==> config.mk <==
export PLATFORM = sky130hd
export DESIGN_NAME = edge_event_logger
export DESIGN_NICKNAME = d
export VERILOG_FILES = /design/src/rtl/edge_event_logger.sv
export SDC_FILE = /design/constraint.sdc
export NUM_CORES = 1
export LEC_CHECK = 0
export BUFFER_PORTS_ARGS = -buffer_cell sky130_fd_sc_hd__buf_4
export CAP_MARGIN = 20
export CORE_AREA = 2 2 145 133
export DETAILED_ROUTE_END_ITERATION = 8
export DIE_AREA = 0 0 147 135
export GPL_TIMING_DRIVEN = 0
export HOLD_SLACK_MARGIN = 0.06
export PLACE_DENSITY = 0.73
export SYNTH_ARGS = -nofsm -noshare
export SYNTH_HDL_FRONTEND = slang
export SYNTH_SLANG_ARGS = --single-unit
==> constraint.sdc <==
create_clock -name clk -period 2.93 [get_ports clk]
set_clock_uncertainty 0.1 [all_clocks]
set_input_delay 0.586 -clock clk [delete_from_list [all_inputs] [get_ports clk]]
set_output_delay 0.586 -clock clk [all_outputs]
set_load 0.05 [all_outputs]
==> src/rtl/edge_event_logger.sv <==
// Edge event logger: stores nonzero edge vectors with a free-running timestamp
// in a small FIFO and hands them to a reader over valid/ready.
module edge_event_logger #(
    parameter int DEPTH = 8,
    parameter int TS_W  = 16
) (
    input  logic                       clk,
    input  logic                       rst_n,
    input  logic [7:0]                 edge_in,
    output logic                       out_valid,
    input  logic                       out_ready,
    output logic [7:0]                 out_edges,
    output logic [TS_W-1:0]            out_ts,
    output logic [$clog2(DEPTH):0]     count,
    output logic                       overflow,
    output logic [7:0]                 drop_cnt,
    input  logic                       clr_overflow
);

    localparam int AW = $clog2(DEPTH);
    localparam int CW = AW + 1;
    localparam logic [CW-1:0] FULL_COUNT = CW'(DEPTH);

    logic [TS_W-1:0] r_ts;
    logic [AW-1:0]   r_wr_ptr;
    logic [AW-1:0]   r_rd_ptr;
    logic [CW-1:0]   r_count;
    logic            r_overflow;
    logic [7:0]      r_drop_cnt;
    logic [7:0]      r_mem_edges [DEPTH];
    logic [TS_W-1:0] r_mem_ts    [DEPTH];

    logic w_event;
    logic w_empty;
    logic w_full;
    logic w_pop;
    logic w_push;
    logic w_drop;

    assign w_event = |edge_in;
    assign w_empty = (r_count == '0);
    assign w_full  = (r_count == FULL_COUNT);
    assign w_pop   = !w_empty && out_ready;
    // A full FIFO still accepts an event when the head leaves in the same cycle.
    assign w_push  = w_event && (!w_full || w_pop);
    assign w_drop  = w_event && w_full && !w_pop;

    always_ff @(posedge clk or negedge rst_n) begin
        if (!rst_n) begin
            r_ts <= '0;
        end else begin
            r_ts <= r_ts + TS_W'(1);
        end
    end

    always_ff @(posedge clk or negedge rst_n) begin
        if (!rst_n) begin
            r_wr_ptr <= '0;
            r_rd_ptr <= '0;
            r_count  <= '0;
        end else begin
            if (w_push) begin
                r_wr_ptr <= r_wr_ptr + AW'(1);
            end
            if (w_pop) begin
                r_rd_ptr <= r_rd_ptr + AW'(1);
            end
            if (w_push && !w_pop) begin
                r_count <= r_count + CW'(1);
            end else if (w_pop && !w_push) begin
                r_count <= r_count - CW'(1);
            end
        end
    end

    // Storage carries no reset; stale contents are masked by the gated outputs.
    always_ff @(posedge clk) begin
        if (w_push) begin
            r_mem_edges[r_wr_ptr] <= edge_in;
            r_mem_ts[r_wr_ptr]    <= r_ts;
        end
    end

    // A drop in the same cycle as a clear wins, restarting the count at one.
    always_ff @(posedge clk or negedge rst_n) begin
        if (!rst_n) begin
            r_overflow <= 1'b0;
            r_drop_cnt <= '0;
        end else if (w_drop) begin
            r_overflow <= 1'b1;
            if (clr_overflow) begin
                r_drop_cnt <= 8'd1;
            end else if (r_drop_cnt != 8'hFF) begin
                r_drop_cnt <= r_drop_cnt + 8'd1;
            end
        end else if (clr_overflow) begin
            r_overflow <= 1'b0;
            r_drop_cnt <= '0;
        end
    end

    assign out_valid = !w_empty;
    assign out_edges = w_empty ? 8'h00 : r_mem_edges[r_rd_ptr];
    assign out_ts    = w_empty ? '0 : r_mem_ts[r_rd_ptr];
    assign count     = r_count;
    assign overflow  = r_overflow;
    assign drop_cnt  = r_drop_cnt;

endmodule
Yosys cells after proc, flatten, opt, wreduce, memory -nomap -nowiden
Memory sizes are Yosys's and may differ from the RTL's.
Index checks and enable logic that the tools add are counted.

word-level totals
  register bits after elaboration = 35
  bits in writable memories = 192
  input bits = 12
  word-level logic and storage cells = 45
  memories = 2

memories
  name         depth  width  read ports  clocked after memory_dff  wr ports  line  text
  r_mem_ts     8      16     1           0                         1         31    logic [TS_W-1:0] r_mem_ts [DEPTH];
  r_mem_edges  8      8      1           0                         1         30    logic [7:0] r_mem_edges [DEPTH];

operators by class
  add/subtract/negate cells = 6
  equality and inequality tests = 2
  mux-type cells = 12
  reductions and logical operators = 17

operators by type and width
  kind                   number
  $mux 8                 5
  $add 16x1->16 const B  1
  $mux 16                1
  $add 8x1->8 const B    1
  $mux 4                 2
  $ne 8x8->1 const B     1
  $reduce_or 8->1        1
  $add 3x1->3 const B    2
  $logic_and 1x1->1      6
  $reduce_bool 2->1      3
  $add 4x1->4 const B    1
  $eq 4x4->1 const B     1
  $logic_not 1->1        4
  $logic_not 4->1        1
  $mux 1                 4
  $sub 4x1->4 const B    1
  $reduce_and 2->1       1
  $logic_or 1x1->1       1

Depth between registers and ports, before layout
  depth after elaboration = 9
  gate-level depth with buffers = 11
  mapped depth without buffers = 11

Worst setup path before layout
OpenSTA, ideal clock, no wires.

  kind = reg-to-reg
  start = register r_count[0] (netlist: count[0])
  end = memory r_mem_edges[1][0] (enable)
  library setup time = 0.435 ns
  arrival time = 2.889 ns
  slack = -0.494 ns
  stages on the path, launching flop included = 5
  path buffers = 0
  period minus slack after synthesis = 3.424 ns
  cell sequence = dfrtp_1 or3_4 or2_2 nand3_1 nor3_1

between the ends
  longest elaborated chain between the ends = 7
  elaborated cells on any way between the ends = 9
  classes of those cells = eq/ne (1); mux (2); reduce/logical (6)

RTL lines
  element                           line  text
  from (decl)                       27    logic [CW-1:0] r_count;
  from (signal assigned)            69    r_count <= r_count + CW'(1);
  from (signal assigned)            71    r_count <= r_count - CW'(1);
  $logic_not 4->1                   41    assign w_empty = (r_count == '0);
  $logic_not 1->1                   43    assign w_pop = !w_empty && out_ready;
  $logic_and 1x1->1                 43
  $logic_or 1x1->1 (*)              45    assign w_push = w_event && (!w_full || w_pop);
  $logic_and 1x1->1 (*)             45
  $mux 1 (*)                        78    if (w_push) begin
  $mux 1 (implied by the code) (*)  79    r_mem_edges[r_wr_ptr] <= edge_in;
  to (decl)                         30

Mark *: on every way between the ends. The rest lies on a longest branch, timed or not.

Worst setup path in the final report
  start = register r_rd_ptr[0]
  end = output port out_ts[0]

between the ends
  longest elaborated chain between the ends = 2

RTL lines
  element                 line  text
  from (decl)             26    logic [AW-1:0] r_rd_ptr;
  from (signal assigned)  66    r_rd_ptr <= r_rd_ptr + AW'(1);
  $mem_v2 8x16            n/a
  $mux 16                 104   assign out_ts = w_empty ? '0 : r_mem_ts[r_rd_ptr];
  to (decl)               13    output logic [TS_W-1:0] out_ts,

Every way passes these cells.

==> results by group <==
Die
  • # rows: 47
  • Die area: between 15000 and 20000 um^2
  • IO Count: 50
  • Die Height: 135 um
  • Initial Util: about half
  • Die X: between 100 and 150 um
  • Core area: 18200 um^2

Route
  • Post-route ant nets: 0
  • WL met1: 7710 um
  • DRC viols: 0
  • DR WL met3: 841 um
  • Final wirelength: between 15000 and 20000 um
  • DRT iter0 DRCs: 394
  • Post-DR vias/cell: approximately 5.7
  • Met2 Wirelength: 9250 um
  • DRT Pass-1 Iters: 5
  • Highest Signal Layer: met4
  • Vias: 4660
  • Routed wire per std cell: approximately 22 um

Placed design
  • Placement Cell Area: 9870 um^2
  • Placed cells: approximately 770
  • Gpl congestion: approximately 0.76
  • PortBufs: between 40 and 50
  • Post-DP HPWL: 10600 um

Timing
  • Actual slew at the worst max-slew pin: between 0.9 and 1 ns
  • Tmin final: 2.89 ns
  • Final Max Tran Viols: 0
  • Final setup fails: 0
  • Fmax: approximately 350 MHz
  • Relative slew slack: 35.9%
  • Fin. Hold Viols: 0
  • Final period util: around 100%
  • RSZ-0062 raised after global routing: true

Critical path
  • Critical path data arrival time: between 2 and 2.5 ns
  • Endpoint class of the critical path: output pin
  • Crit path required time: approximately 2.2 ns
  • CP Launch Type: register
  • Critical path class: reg -> out
  • Worst path slowest cell: mux4_2
  • Critical-path cell list: buf_6 -> buf_12 -> mux4_2 -> mux2i_1 -> nor2_1 -> buf_6
  • RR Endpoint: count[3]$_DFFE_PN0P_
  • CP Max Fanout: 5
  • FF-to-FF setup slack: about 0.090 ns
  • CP max stage delay: around 0.50 ns
  • Reg2reg path depth: 10
  • RR Startpoint: count[0]$_DFFE_PN0P_
  • Crit path top cell by count: buf_6

Status
  • Status: finished, final reports clean

Clock tree
  • CTS tree: built
  • TritonCTS buffer count: 23
  • CTS root buffer: clkbuf_16
  • Clock transition at path regs: ~0.06 ns
  • CTS H-Tree Depth: 1
  • Clk sink count: roughly 230
  • Max clock buf depth: 3
  • Clk Latency, worst-skew pair: between 0.5 and 0.6 ns

Hold path
  • Hold Path Stages: 1
  • Worst min path class: in -> reg
  • Worst Hold Launch: edge_in[1]
  • Worst Hold End: r_mem_edges[3][1]$_DFFE_PP_

Synthesis
  • Top cell type's share of synthesized area: about 64%
  • Yosys reg bits: roughly 230
  • Mapped Area: 9050 um^2
  • Top post-synthesis cells by area: edfxtp_1, mux4_2, dfrtp_1
  • Syn Inst Count: 473
  • Avg Cell Area, Syn: ~19 um^2
  • Seq/Total Area, Yosys: roughly three quarters
  • Syn Nets: around 500
  • Post-synth top area cell: edfxtp_1
  • Synth warnings: 0
  • Yosys cell types: between 40 and 50

Global route
  • Gr usage total: 18.9%
  • Largest net degree at the start of global routing: 36
  • First-pass GRT wire length: ~28000 um
  • Vias in the first global route: 4885
  • Initial antenna violation count: 0
  • Grt ovf: 0

Finish
  • Design area: between 10000 and 15000 um^2
  • Layout overhead on the synthesized area: 19.9%
  • Nets: 576
  • Antenna diodes: 0
  • Share of layout cells above drive strength 1: between 30% and 40%
  • Finished Layout Cells: a little over 800

Power and ir drop
  • Flop pwr share: between 30% and 40%
  • Pint: about 0.0080 W
  • Comb power frac: 41.0%
  • P per Cell Area: 1170 nW/um^2
  • Max VDD drop: between 0.6 and 0.7 mV
  • Switching power: 0.00467 W
  • Clock power frac: a little under a quarter
  • Switch share: between 30% and 40%
  • Leakage: roughly 3.9 nW

Run
  • Max Cap Viol: 0
## metal layers
| metal | up-vias | GRT usage (%) |
|---|---|---|
| li1 | 2073 | - |
| met1 | 2411 | 25.2 |
| met2 | 141 | 32.8 |
| met3 | 35 | 3.01 |
| met4 | 0 | 5.02 |
| met5 | - | 0 |
## registers in the layout (all words and copies together), names as in the netlist
register     cells
r_rd_ptr         3
r_wr_ptr         3
overflow         1
count            4
r_ts            16
r_mem_edges     64
r_mem_ts       128
drop_cnt         8
## synth_stat cells (all sizes together)
| master | instances |
|---|---|
| and2 | 1 |
| o21ai | 4 |
| o31ai | 2 |
| nand3 | 13 |
| nor2 | 32 |
| nand2 | 10 |
| buf | 7 |
| xor2 | 2 |
| a211o | 1 |
| nor4 | 2 |
| nor3 | 9 |
| nor2b | 1 |
| or4 | 1 |
| edfxtp | 192 |
| dfrtp | 35 |
| or3 | 1 |
| mux2 | 4 |
| or2 | 1 |
| a21o | 1 |
| a41oi | 2 |
| nand2b | 3 |
| o41ai | 1 |
| and4b | 1 |
| mux4 | 48 |
| nand4b | 1 |
| a2111oi | 2 |
| and3 | 5 |
| a211oi | 2 |
| dlygate4sd1 | 1 |
| inv | 8 |
| ha | 7 |
| mux2i | 25 |
| clkbuf | 11 |
| xnor2 | 18 |
| nand4 | 5 |
| o2bb2ai | 1 |
| and2b | 1 |
| nand3b | 2 |
| fa | 1 |
| a21oi | 5 |
| and4 | 3 |
| o311ai | 1 |
## worst max path at each step
stage	startpoint	to	slack, ns	cells after the start
2_1_floorplan	count[0]$_DFFE_PN0P_	count[3]$_DFFE_PN0P_	0.002	10
3_3_place_gp	out_ready	r_mem_ts[4][2]$_DFFE_PP_	-0.83	5
3_5_place_dp	edge_in[7]	count[3]$_DFFE_PN0P_	-0.66	11
4_1_cts	r_rd_ptr[0]$_DFFE_PN0N_	out_edges[6]	0.006	6
5_1_grt	r_rd_ptr[0]$_DFFE_PN0N_	out_ts[0]	-0.05	6
6_report	r_rd_ptr[0]$_DFFE_PN0N_	out_ts[0]	0.04	6
## critical path: cells and delay by family, from the launching register on
family                 cells  cell delay (ns)
and+or+nand+nor            1             0.10
buffers and inverters      3             0.46
muxes                      2             0.69
DFF                        1             0.43
## metrics by stage
stage	setup TNS (ns)	util, %	setup slack, ns	hold WS, ns	total power [W]
after floorplan	0	-	0.00229	0.190	0.00797
after global placement	-148.61	53.5	-0.835	0.387	0.00932
after detailed placement	-3.51	54.1	-0.662	0.405	0.00959
after CTS	0	58.9	0.00646	0.209	0.0127
after global routing	-0.197	59.5	-0.0525	0.221	0.0132
final	0	59.5	0.0410	0.228	0.0127
## repair_timing
item	CTS	global route
hold endpoints to repair	35	0
endpoints found under the setup margin	25	18
gates resized for setup	35	16
hold buffers	1	0
pin swaps	1	2
gates cloned	0	1
buffers inserted	4	2
## cells by family after synthesis
logic type | after synthesis | synth area share [%]
flip-flops | 227 | 73.4
adder cells (fa/ha/maj) | 8 | 1.19
buffers and inverters | 27 | 1.27
multiplexers | 77 | 15.2
AND/OR/NAND/NOR | 92 | 5.17
XOR/XNOR | 20 | 1.94
AO/OA/AOI/OAI | 22 | 1.80
## cell usage in the layout, fill, tap and decap left out, types with 5 or more instances in the layout
cell / netlist / final
nand3_1: 13 / 13
xnor2_1: 18 / 18
ha_1: 7 / 6
nand2_1: 10 / 9
nor2_4: 0 / 7
mux4_2: 48 / 48
edfxtp_1: 192 / 192
buf_4: 1 / 54
inv_1: 8 / 6
clkbuf_16: 0 / 24
nand4_1: 5 / 5
nor2_1: 32 / 25
dfrtp_1: 35 / 31
mux2i_1: 25 / 24
buf_6: 0 / 7
clkinv_1: 0 / 5
clkbuf_1: 11 / 7
nor3_1: 9 / 7
## final cells by class
| cell class | count | area [um^2] |
|---|---|---|
| multi-input combinational | 219 | 2420 |
| buffer | 18 | 158 |
| sequential | 227 | 6650 |
| tap | 245 | 307 |
| inverter | 8 | 30.0 |
| timing repair buffer | 59 | 529 |
| clock inverter | 13 | 140 |
| clock buffer | 29 | 618 |
| fill | 1329 | 7380 |
## power groups by stage
stage                     Clock, W  Sequential (W)  Combinational [W]
final                      0.00292         0.00458            0.00521
after global routing       0.00309         0.00463            0.00550
after CTS                  0.00296         0.00458            0.00512
after detailed placement         0         0.00463            0.00496
after global placement           0         0.00460            0.00471
after floorplan                  0         0.00467            0.00329
(Power assumes the default switching activity.)
